`config.mk`:
```
export PLATFORM = sky130hd
export DESIGN_NAME = ab_pattern_seq
export DESIGN_NICKNAME = d
export VERILOG_FILES = /design/src/rtl/gate_test_pkg.sv /design/src/rtl/ab_pattern_seq_dwell_counter.sv /design/src/rtl/ab_pattern_seq.sv
export SDC_FILE = /design/constraint.sdc
export NUM_CORES = 1
export LEC_CHECK = 0
export ABC_CLOCK_PERIOD_IN_PS = 2100
export CAP_MARGIN = 0
export CELL_PAD_IN_SITES_DETAIL_PLACEMENT = 0
export CELL_PAD_IN_SITES_GLOBAL_PLACEMENT = 1
export CORE_MARGIN = 2
export CORE_UTILIZATION = 37
export DETAILED_ROUTE_END_ITERATION = 7
export PLACE_DENSITY_LB_ADDON = 0.1
export SYNTH_ARGS = -nofsm -noshare
export SYNTH_HDL_FRONTEND = slang
export SYNTH_SLANG_ARGS = --single-unit
```
`constraint.sdc`:
```
create_clock -name clk -period 2.1 [get_ports clk]
set_input_delay 0.315 -clock clk [delete_from_list [all_inputs] [get_ports clk]]
set_output_delay 0.315 -clock clk [all_outputs]
set_load 0.03 [all_outputs]
```
`src/rtl/gate_test_pkg.sv`:
```
// Shared types and constants for the two-input gate stimulus/checker slice.
package gate_test_pkg;

  typedef enum logic [1:0] {
    IDLE,
    RUN,
    DONE
  } state_t;

  localparam int unsigned VEC_COUNT = 4;

  // Packed truth table, vector 3..0 = 00,01,01,11 ({NOR,NAND} per vector).
  localparam logic [7:0] EXPECTED = 8'h17;

  function automatic logic [1:0] exp_y(input logic a, input logic b);
    return {~(a | b), ~(a & b)};
  endfunction

endpackage

```
`src/rtl/ab_pattern_seq_dwell_counter.sv`:
```
// Dwell counter: counts 0..DWELL-1 while enabled and flags the final cycle.
module dwell_counter #(
  parameter int DWELL = 50,
  parameter int CNT_W = 6
) (
  input  logic clk,
  input  logic rst_n,
  input  logic clear,
  input  logic enable,
  output logic last
);

  if (DWELL < 2 || DWELL > (1 << CNT_W)) begin : g_bad_dwell
    $error("dwell_counter: DWELL out of range 2..2**CNT_W");
  end

  localparam logic [CNT_W-1:0] LAST_CNT = CNT_W'(DWELL - 1);

  logic [CNT_W-1:0] cnt;

  assign last = (cnt == LAST_CNT);

  // Wrap-to-zero happens on the compare, so cnt never overflows.
  always_ff @(posedge clk or negedge rst_n) begin
    if (!rst_n) begin
      cnt <= '0;
    end else if (clear) begin
      cnt <= '0;
    end else if (enable) begin
      if (last) cnt <= '0;
      else      cnt <= cnt + CNT_W'(1);
    end
  end

endmodule

```
`src/rtl/ab_pattern_seq.sv`:
```
// Sweeps gate inputs a,b through 00,01,10,11, samples y per vector and
// checks the packed result against the NOR/NAND truth table.
module ab_pattern_seq
  import gate_test_pkg::*;
#(
  parameter int DWELL = 50,
  parameter int CNT_W = 6
) (
  input  logic       clk,
  input  logic       rst_n,
  input  logic       start,
  input  logic [1:0] y_in,
  output logic       a,
  output logic       b,
  output logic       busy,
  output logic       done,
  output logic [7:0] result,
  output logic       pass
);

  localparam logic [1:0] LAST_IDX = 2'(VEC_COUNT - 1);

  state_t     state;
  logic [1:0] idx;
  logic       last;
  logic       clear;
  logic       enable;
  logic [7:0] res_next;

  assign enable = (state == RUN);
  assign clear  = (state != RUN) && start;

  dwell_counter #(
    .DWELL(DWELL),
    .CNT_W(CNT_W)
  ) u_dwell (
    .clk   (clk),
    .rst_n (rst_n),
    .clear (clear),
    .enable(enable),
    .last  (last)
  );

  // Result with the current sample merged in; pass is judged on this value.
  always_comb begin
    res_next = result;
    res_next[{idx, 1'b0} +: 2] = y_in;
  end

  always_ff @(posedge clk or negedge rst_n) begin
    if (!rst_n) begin
      state  <= IDLE;
      idx    <= '0;
      a      <= 1'b0;
      b      <= 1'b0;
      busy   <= 1'b0;
      done   <= 1'b0;
      result <= '0;
      pass   <= 1'b0;
    end else begin
      case (state)
        IDLE, DONE: begin
          if (start) begin
            state  <= RUN;
            idx    <= '0;
            a      <= 1'b0;
            b      <= 1'b0;
            busy   <= 1'b1;
            done   <= 1'b0;
            result <= '0;
            pass   <= 1'b0;
          end
        end
        RUN: begin
          if (last) begin
            result <= res_next;
            if (idx != LAST_IDX) begin
              idx    <= idx + 2'd1;
              {a, b} <= idx + 2'd1;
            end else begin
              state  <= DONE;
              idx    <= '0;
              {a, b} <= 2'b00;
              busy   <= 1'b0;
              done   <= 1'b1;
              pass   <= (res_next == EXPECTED);
            end
          end
        end
        default: state <= IDLE;
      endcase
    end
  end

endmodule

```
# Word level (Yosys, flattened, before mapping)
# Index checks and enable logic that the tools add are counted.
[word_totals]
register_bits = 23
inputBits = 5
word_cells = 63
[classes]
addsub = 3
n_eq_ne = 9
shifts = 2
mux = 32
reduce_logical = 8
[ops]
columns = ["operator", "n"]
rows = [
  ["2-to-1 mux 6 bit", 3],
  ["2-to-1 mux 8 bit", 2],
  ["case mux 8 bit (2 select lines)", 1],
  ["2-to-1 mux 1 bit", 12],
  ["2-to-1 mux 2 bit", 6],
  ["case mux 1 bit (2 select lines)", 5],
  ["bitwise mux 8 bit", 1],
  ["equality test 8 x 5 -> 1 bit (second input constant)", 1],
  ["inequality test 2 bit (second input constant)", 4],
  ["case mux 2 bit (2 select lines)", 2],
  ["variable shift 2 x 5 -> 8 bit (first input constant)", 1],
  ["indexed part select 2 x 5 -> 8 bit", 1],
  ["adder 6 x 1 -> 6 bit (second input constant)", 1],
  ["equality test 6 bit (second input constant)", 1],
  ["AND reduction 3 bit", 2],
  ["negator 3 -> 5 bit", 1],
  ["AND reduction 4 bit", 1],
  ["nonzero test 2 bit", 2],
  ["adder 2 x 1 -> 2 bit (second input constant)", 1],
  ["equality test 2 x 1 -> 1 bit (second input constant)", 1],
  ["equality test 2 bit (second input constant)", 1],
  ["logical NOT 2 bit", 1],
  ["inequality test 2 x 1 -> 1 bit (second input constant)", 1],
  ["OR reduction 2 bit", 1],
  ["logical AND 1 bit", 1],
]

# Longest topological paths before layout
# Gate-level depths: netlist (run 1).
[depth]
depth_word = 7
ltp_mapped = 8

# Hierarchy
# Synthesis (run 1) repeated with hierarchy kept, for this count alone.
[hier_totals]
hier_cells = 133
hier_area_um2 = 1234.9
[modules_own_cells]
columns = ["module", "n_inst", "cells_each", "area_each_um2", "seq_area_each_um2"]
rows = [
  ["ab_pattern_seq", 1, 95, 867.1, 375.4],
  ["dwell_counter", 1, 38, 367.9, 150.1],
]

# Worst setup path after synthesis (run 1)
# OpenSTA, ideal clock, no wires.
[synth_timing]
path_kind = "reg-to-reg"
from = "reg, netlist name b"
to = "reg pass"
setup_ps = 76
arrival_ps = 2083
t_required_ps = 2024
setup_slack_ps = -59
stages_incl_launch_ff = 8
path_buffers = 1
cell_sequence = "dfrtp_1 > buf_2 > inv_1 > ha_1 > nor4bb_1 > mux2i_1 > or3_1 > o21ai_1"
[synth_rtl]
columns = ["element", "line", "source"]
rows = [
  ["end signal: assignment", "ab_pattern_seq.sv:86", "pass <= (res_next == EXPECTED);"],
  ["end: declaration", "ab_pattern_seq.sv:18", "output logic pass"],
]

==> metrics.cfg, run 1 <==
[timing]
finalCritPeriodShare_pct=90.67
finalSetupViolCount=0
tightest_slew_ps=436.6
hold_viol=0
slew_viol_final=0
post-route-min-period_ps=1904
setup_tns_ps=0
holdWs_ps=343.0
max_freq_mhz=525.2
fin_skew_ps=9.547
rsz0062_at_grt=false
setup_ws_ps=195.9
slew_headroom_pct=70.48

[final_layout]
final_core_util_pct=48.58
antenna_cells=0
syn_to_final_growth_pct=23.83
nNetsFinal=161
drive_gt1_share_pct=11.56
num-fill-cells=315

[clocking]
cts_buffers=3
htree_levels=1
clk_pin_slew_ps=120
clk-insertion-delay-late_ps=300
clock_path_buffers=2
root_buffer=clkbuf_4
cts_tree=built
post_cts_buffers=0
cts_sinks=21

[logic_synthesis]
synth_area_per_cell_um2=9.816
netlist_area_mm2=0.001207
yosys.area_share.simple_pct=25.08
ys_types=37
synth_cells=123
synth_top_family_by_area=simple AND/OR/NAND/NOR gates
synth_compound_area_share_pct=16.27
ys_seq_area_share_pct=43.52
synth_xor_area_share_pct=1.451
ys_ff_latch=21
synth_fa_ha_area_share_pct=8.290
synth.area.mux_share_pct=3.420
synthesis.nets=136
ys_warn_count=0

[worst_setup_path]
end_kind=flop
critPathArrivalTime_ps=2130
start_kind=flop
critPathRequiredTime_ps=2330
criticalPathCategory=reg -> reg
path_max_fanout=7

[worst_hold_path]
min_path_type=in -> async

[power_and_ir_drop]
ir_drop_v=0.0003427
total_power_mw=1.027
power.leakage_nw=0.6335
powerDensity_mw_per_mm2=687.0

[detailed_routing]
vias=973
wl_per_cell_um=13.30
wl_mm=2.541
drt-initial-drc-count=19
drc=0
viasPerCell=5.094
dr.pass1.iters=4
drtAntennaViolNets=0

[place]
hpwl_mm=1.882
place_congestion=0.8179
preCtsSetupSlack_ps=132.8
port_buffers=17

[floorplan]
dieArea_mm2=0.003736
core_area_mm2=0.003078
rows=20
die_width_um=61.13
dieHeight_um=61.13
ios=18
initial_core_util_pct=39.23

[grt]
overflow=0
antenna_found_initial=0
grt_pass1_vias=982
track_usage_pct=15.63
grt_max_degree=22
grt_pass1_wl_mm=4.298

[outcome]
status=completed

[flow_run]
maxCapViolations=0

## critical path, cell delays in order, from the launching register on
cell	delay [ps]
dfrtp_2	440
inv_1	90
ha_2	390
nor4bb_2	290
mux2i_1	120
or3_1	370
o21ai_1	130
## logic make-up (layout without fill, tap and decap cells)
kind of cell,after synthesis,count (layout)
compound gates,30,30
flops,21,21
simple gates,52,52
fa+ha+maj,8,8
xor+xnor,2,2
mux,4,4
buf+inv,6,30
## sequential cells by signal, summed over array words and instances, names as in the netlist
name / count
u_dwell.cnt: 6
result: 8
b: 1
busy: 1
state: 2
a: 1
done: 1
pass: 1
## area by class of cell
cell class	count	area [um2]	area share (%)
multi-input combinational	96	666.9	44.60
sequential	21	528.0	35.31
timing repair buffer	21	200.2	13.39
tap	44	55.05	3.682
clock buffer	4	26.28	1.757
inverter	5	18.77	1.255
## stage by stage
step / std cells / instance area, um2
5_1_grt: 191 / 1495
2_1_floorplan: 123 / 1209
3_3_place_gp: 187 / 1459
6_report: 191 / 1495
3_5_place_dp: 187 / 1459
4_1_cts: 191 / 1485
## synth_stat cells
master	n	area [um2]
nor3_4	1	16.27
mux2_2	1	11.26
dfrtp_1	21	525.5
o21ai_0	12	60.06
nor4_1	1	6.260
buf_2	1	5.000
or2b_2	1	8.760
a22o_1	5	43.79
nor2_1	8	30.03
nand3_1	7	35.03
o21ai_2	1	8.760
nand4_1	1	6.260
o221ai_1	1	8.760
o21ai_1	4	20.02
nor2_2	1	6.260
xor2_1	1	8.760
nand3b_1	1	7.510
nor2b_1	3	18.77
a31oi_1	1	6.260
o31ai_1	1	7.510
nor3_1	2	10.01
o2bb2ai_1	1	8.760
mux2i_1	3	30.03
nor4bb_1	1	10.01
o21bai_1	1	7.510
ha_1	8	100.1
nand4b_4	1	23.77
a21oi_1	1	5.000
nand2_1	14	52.55
and4b_1	1	10.01
xnor2_1	1	8.760
nor4b_1	2	17.52
a32o_1	2	20.02
inv_1	5	18.77
or3_1	1	6.260
nand2b_1	5	31.28
and3_1	1	6.260
## placed cells by master, fill, tap and decap left out, drive strengths merged
master	Yosys	layout
nand4	1	1
o21bai	1	1
o221ai	1	1
nor4b	2	2
xor2	1	1
o31ai	1	1
nand2b	5	5
or3	1	1
mux2	1	1
and4b	1	1
mux2i	3	3
xnor2	1	1
nor3	3	3
nor2b	3	3
and3	1	1
o21ai	17	17
nor2	9	9
nand4b	1	1
nand3	7	7
dfrtp	21	21
ha	8	8
buf	1	4
a31oi	1	1
clkbuf	0	4
nand2	14	14
a22o	5	5
clkdlybuf4s50	0	17
o2bb2ai	1	1
nor4	1	1
a21oi	1	1
inv	5	5
or2b	1	1
nand3b	1	1
a32o	2	2
nor4bb	1	1
## per-layer routing
| metal | track usage [%] | vias up | wire length (um) |
|---|---|---|---|
| met5 | 0 | - | 0 |
| met4 | 8.696 | 0 | 15 |
| met3 | 2.941 | 2 | 83 |
| met2 | 25.68 | 15 | 1246 |
| met1 | 19.22 | 463 | 1195 |
| li1 | - | 493 | - |
## power by group
part	internal, mW	leakage (nW)	total [mW]	switching [mW]
registers	0.466	0.273	0.552	0.0859
clock network	0.0740	0.0150	0.199	0.125
logic	0.131	0.346	0.277	0.146
total	0.671	0.633	1.03	0.356
## worst paths after layout
path / from / to / slack, ps / cells past startpoint
setup / recovery: a$_DFFE_PN0P_ / pass$_DFFE_PN0P_ / 200 / 6
hold / removal: rst_n / result[6]$_DFFE_PN0P_ / 340 / 2
setup reg to reg: a$_DFFE_PN0P_ / pass$_DFFE_PN0P_ / 200 / 6
hold reg to reg: pass$_DFFE_PN0P_ / pass$_DFFE_PN0P_ / 530 / 2
max in group asynchronous: rst_n / b$_DFFE_PN0P_ / 1510 / 2
min in group clk: pass$_DFFE_PN0P_ / pass$_DFFE_PN0P_ / 530 / 2
## what timing repair did
item | CTS | global route
setup endpoints to repair | 0 | 1
hold buffers | 0 | 0
gates resized for setup | 0 | 3
(Power assumes the default switching activity.)
==> run 2, diff against run 1 <==
--- a/config.mk
+++ b/config.mk
@@ -5,12 +5,13 @@
 export SDC_FILE = /design/constraint.sdc
 export NUM_CORES = 1
 export LEC_CHECK = 0
-export ABC_CLOCK_PERIOD_IN_PS = 2100
+export ABC_CLOCK_PERIOD_IN_PS = 1850
 export CAP_MARGIN = 0
 export CELL_PAD_IN_SITES_DETAIL_PLACEMENT = 0
 export CELL_PAD_IN_SITES_GLOBAL_PLACEMENT = 1
 export CORE_MARGIN = 2
-export CORE_UTILIZATION = 37
+export CORE_UTILIZATION = 41
+export CTS_CLUSTER_SIZE = 16
 export DETAILED_ROUTE_END_ITERATION = 7
 export PLACE_DENSITY_LB_ADDON = 0.1
 export SYNTH_ARGS = -nofsm -noshare
==> constraint.sdc (replaced) <==
create_clock -name clk -period 1.85 [get_ports clk]
set_input_delay 0.2775 -clock clk [delete_from_list [all_inputs] [get_ports clk]]
set_output_delay 0.2775 -clock clk [all_outputs]
set_load 0.03 [all_outputs]
==> run 2 against run 1 <==
  * Critical path depth down 4
  * Core utilization up 7.9 points
  * Highest routed layer unchanged
  * Clock skew down 7.6 ps
  * Sequential power up 14%
  * Power up 18%
  * Register-to-register slack worse by 70 ps
  * Global-route usage up 1.2 points
  * Final cell count down 2.6%
  * Flip-flop and latch count unchanged
==> metrics.cfg, run 2 (synthesized netlist as in run 1, its figures left out) <==
[timing]
tightest_slew_ps=401.8
setup_ws_ps=86.05
fin_skew_ps=1.922
finalSetupViolCount=0
finalCritPeriodShare_pct=95.35
post-route-min-period_ps=1764
slew_headroom_pct=72.84
max_freq_mhz=566.9
slew_viol_final=0
holdWs_ps=300.4
hold_viol=0

[floorplan]
die_width_um=58.27
rows=19
dieHeight_um=58.27
dieArea_mm2=0.003395
ios=18
core_area_mm2=0.002781
initial_core_util_pct=43.41

[grt]
grt_max_degree=22
antenna_found_initial=0
overflow=0
grt_pass1_wl_mm=4.457
grt_pass1_vias=1025
track_usage_pct=16.83

[worst_setup_path]
ff2ff_setup_slack_ps=130
cp_slowest_cell=clkdlybuf4s50_1
path_max_fanout=4
cp_slowest_stage_delay_ps=660
critPathRequiredTime_ps=1570
start_kind=flop
crit_chain=buf_4 > clkdlybuf4s50_1
end_kind=output pin
criticalPathCategory=reg -> out
critPathArrivalTime_ps=1490
ff2ff_path_depth=6

[place]
place_congestion=0.8177
placedCellCount=178
hpwl_mm=1.874
preCtsSetupSlack_ps=73.13
port_buffers=17

[detailed_routing]
dr.pass1.iters=2
vias=1009
wl_per_cell_um=14.27
drc=0
drtAntennaViolNets=0
drt-initial-drc-count=16
wl_mm=2.655
viasPerCell=5.425

[final_layout]
regMostFlops=result
antenna_cells=0
reg_top3=result (8), u_dwell.cnt (6), state (2)
fin_cells=186
mostFrequentLayoutCells=dfrtp_1, clkdlybuf4s50_1, nand2_1, o21ai_0, buf_4
drive_gt1_share_pct=18.06
syn_to_final_growth_pct=30.05
final_common_cell=dfrtp_1
largest_reg_flops=8
nNetsFinal=169

[clocking]
root_buffer=clkbuf_4
clk-insertion-delay-late_ps=300
clock_path_buffers=2
cts_sinks=21
clk_pin_slew_ps=130
cts_buffers=3
htree_levels=1
cts_tree=built

[power_and_ir_drop]
clockPowerShare_pct=19.1
power.leakage_nw=0.6777
p_int_mw=0.7824
ir_drop_v=0.0005902
powerDensity_mw_per_mm2=769.3
switching_share_pct=35.24
seqPwrFrac_pct=52.2
total_power_mw=1.208
p_comb_share_pct=28.7
p_sw_mw=0.4257

[worst_hold_path]
min_path_type=in -> async

[flow_run]
maxCapViolations=0

[outcome]
status=completed

run 2: critical path, delay by kind of cell, from the launching register on:
kind     cells  cell delay, ps
flops        1             400
buf+inv      2             780
run 2: area by class of cell:
type / count / area [um2]
inverters: 5 / 18.77
repair buffers: 29 / 260.3
clock buffers: 4 / 26.28
well taps: 31 / 38.79
flip-flops and latches: 21 / 528.0
fillers: 257 / 1211
multi-input cells: 96 / 698.2
run 2: power by group through the flow:
stage | registers, mW | logic [mW] | clock network, mW
3_5_place_dp | 0.638 | 0.326 | 0
2_1_floorplan | 0.642 | 0.211 | 0
6_report | 0.631 | 0.346 | 0.231
3_3_place_gp | 0.635 | 0.320 | 0
4_1_cts | 0.628 | 0.329 | 0.235
5_1_grt | 0.645 | 0.385 | 0.254
run 2: path summary, 6_finish.rpt:
check                                      start                     to
setup / recovery                   a$_DFFE_PN0P_                      a
hold / removal                             rst_n  result[2]$_DFFE_PN0P_
setup reg to reg                   b$_DFFE_PN0P_       pass$_DFFE_PN0P_
hold reg to reg            result[7]$_DFFE_PN0P_  result[7]$_DFFE_PN0P_
max in group asynchronous                  rst_n          b$_DFFE_PN0P_
min in group clk           result[7]$_DFFE_PN0P_  result[7]$_DFFE_PN0P_
run 2: routing by layer:
metal  up-vias  share of wire [%]  track usage [%]
met4         0                1.4            4.983
met2        12                 48            28.57
li1        510                  -                -
met3         4                2.5            2.902
met5         -                  0                0
met1       483                 48            21.88
run 2: what timing repair did:
item / CTS / global route
setup buffers: 0 / 4
setup endpoints to repair: 0 / 1
hold buffers: 0 / 0
gates resized for setup: 0 / 5
run 2: stage by stage:
| stage | utilization (%) | cell area, um2 | TNS (ps) |
|---|---|---|---|
| 2_1_floorplan | - | 1229 | 0 |
| 5_1_grt | 56.46 | 1570 | -14.56 |
| 3_5_place_dp | 53.44 | 1486 | 0 |
| 6_report | 56.46 | 1570 | 0 |
| 3_3_place_gp | 53.44 | 1486 | 0 |
| 4_1_cts | 54.39 | 1513 | 0 |
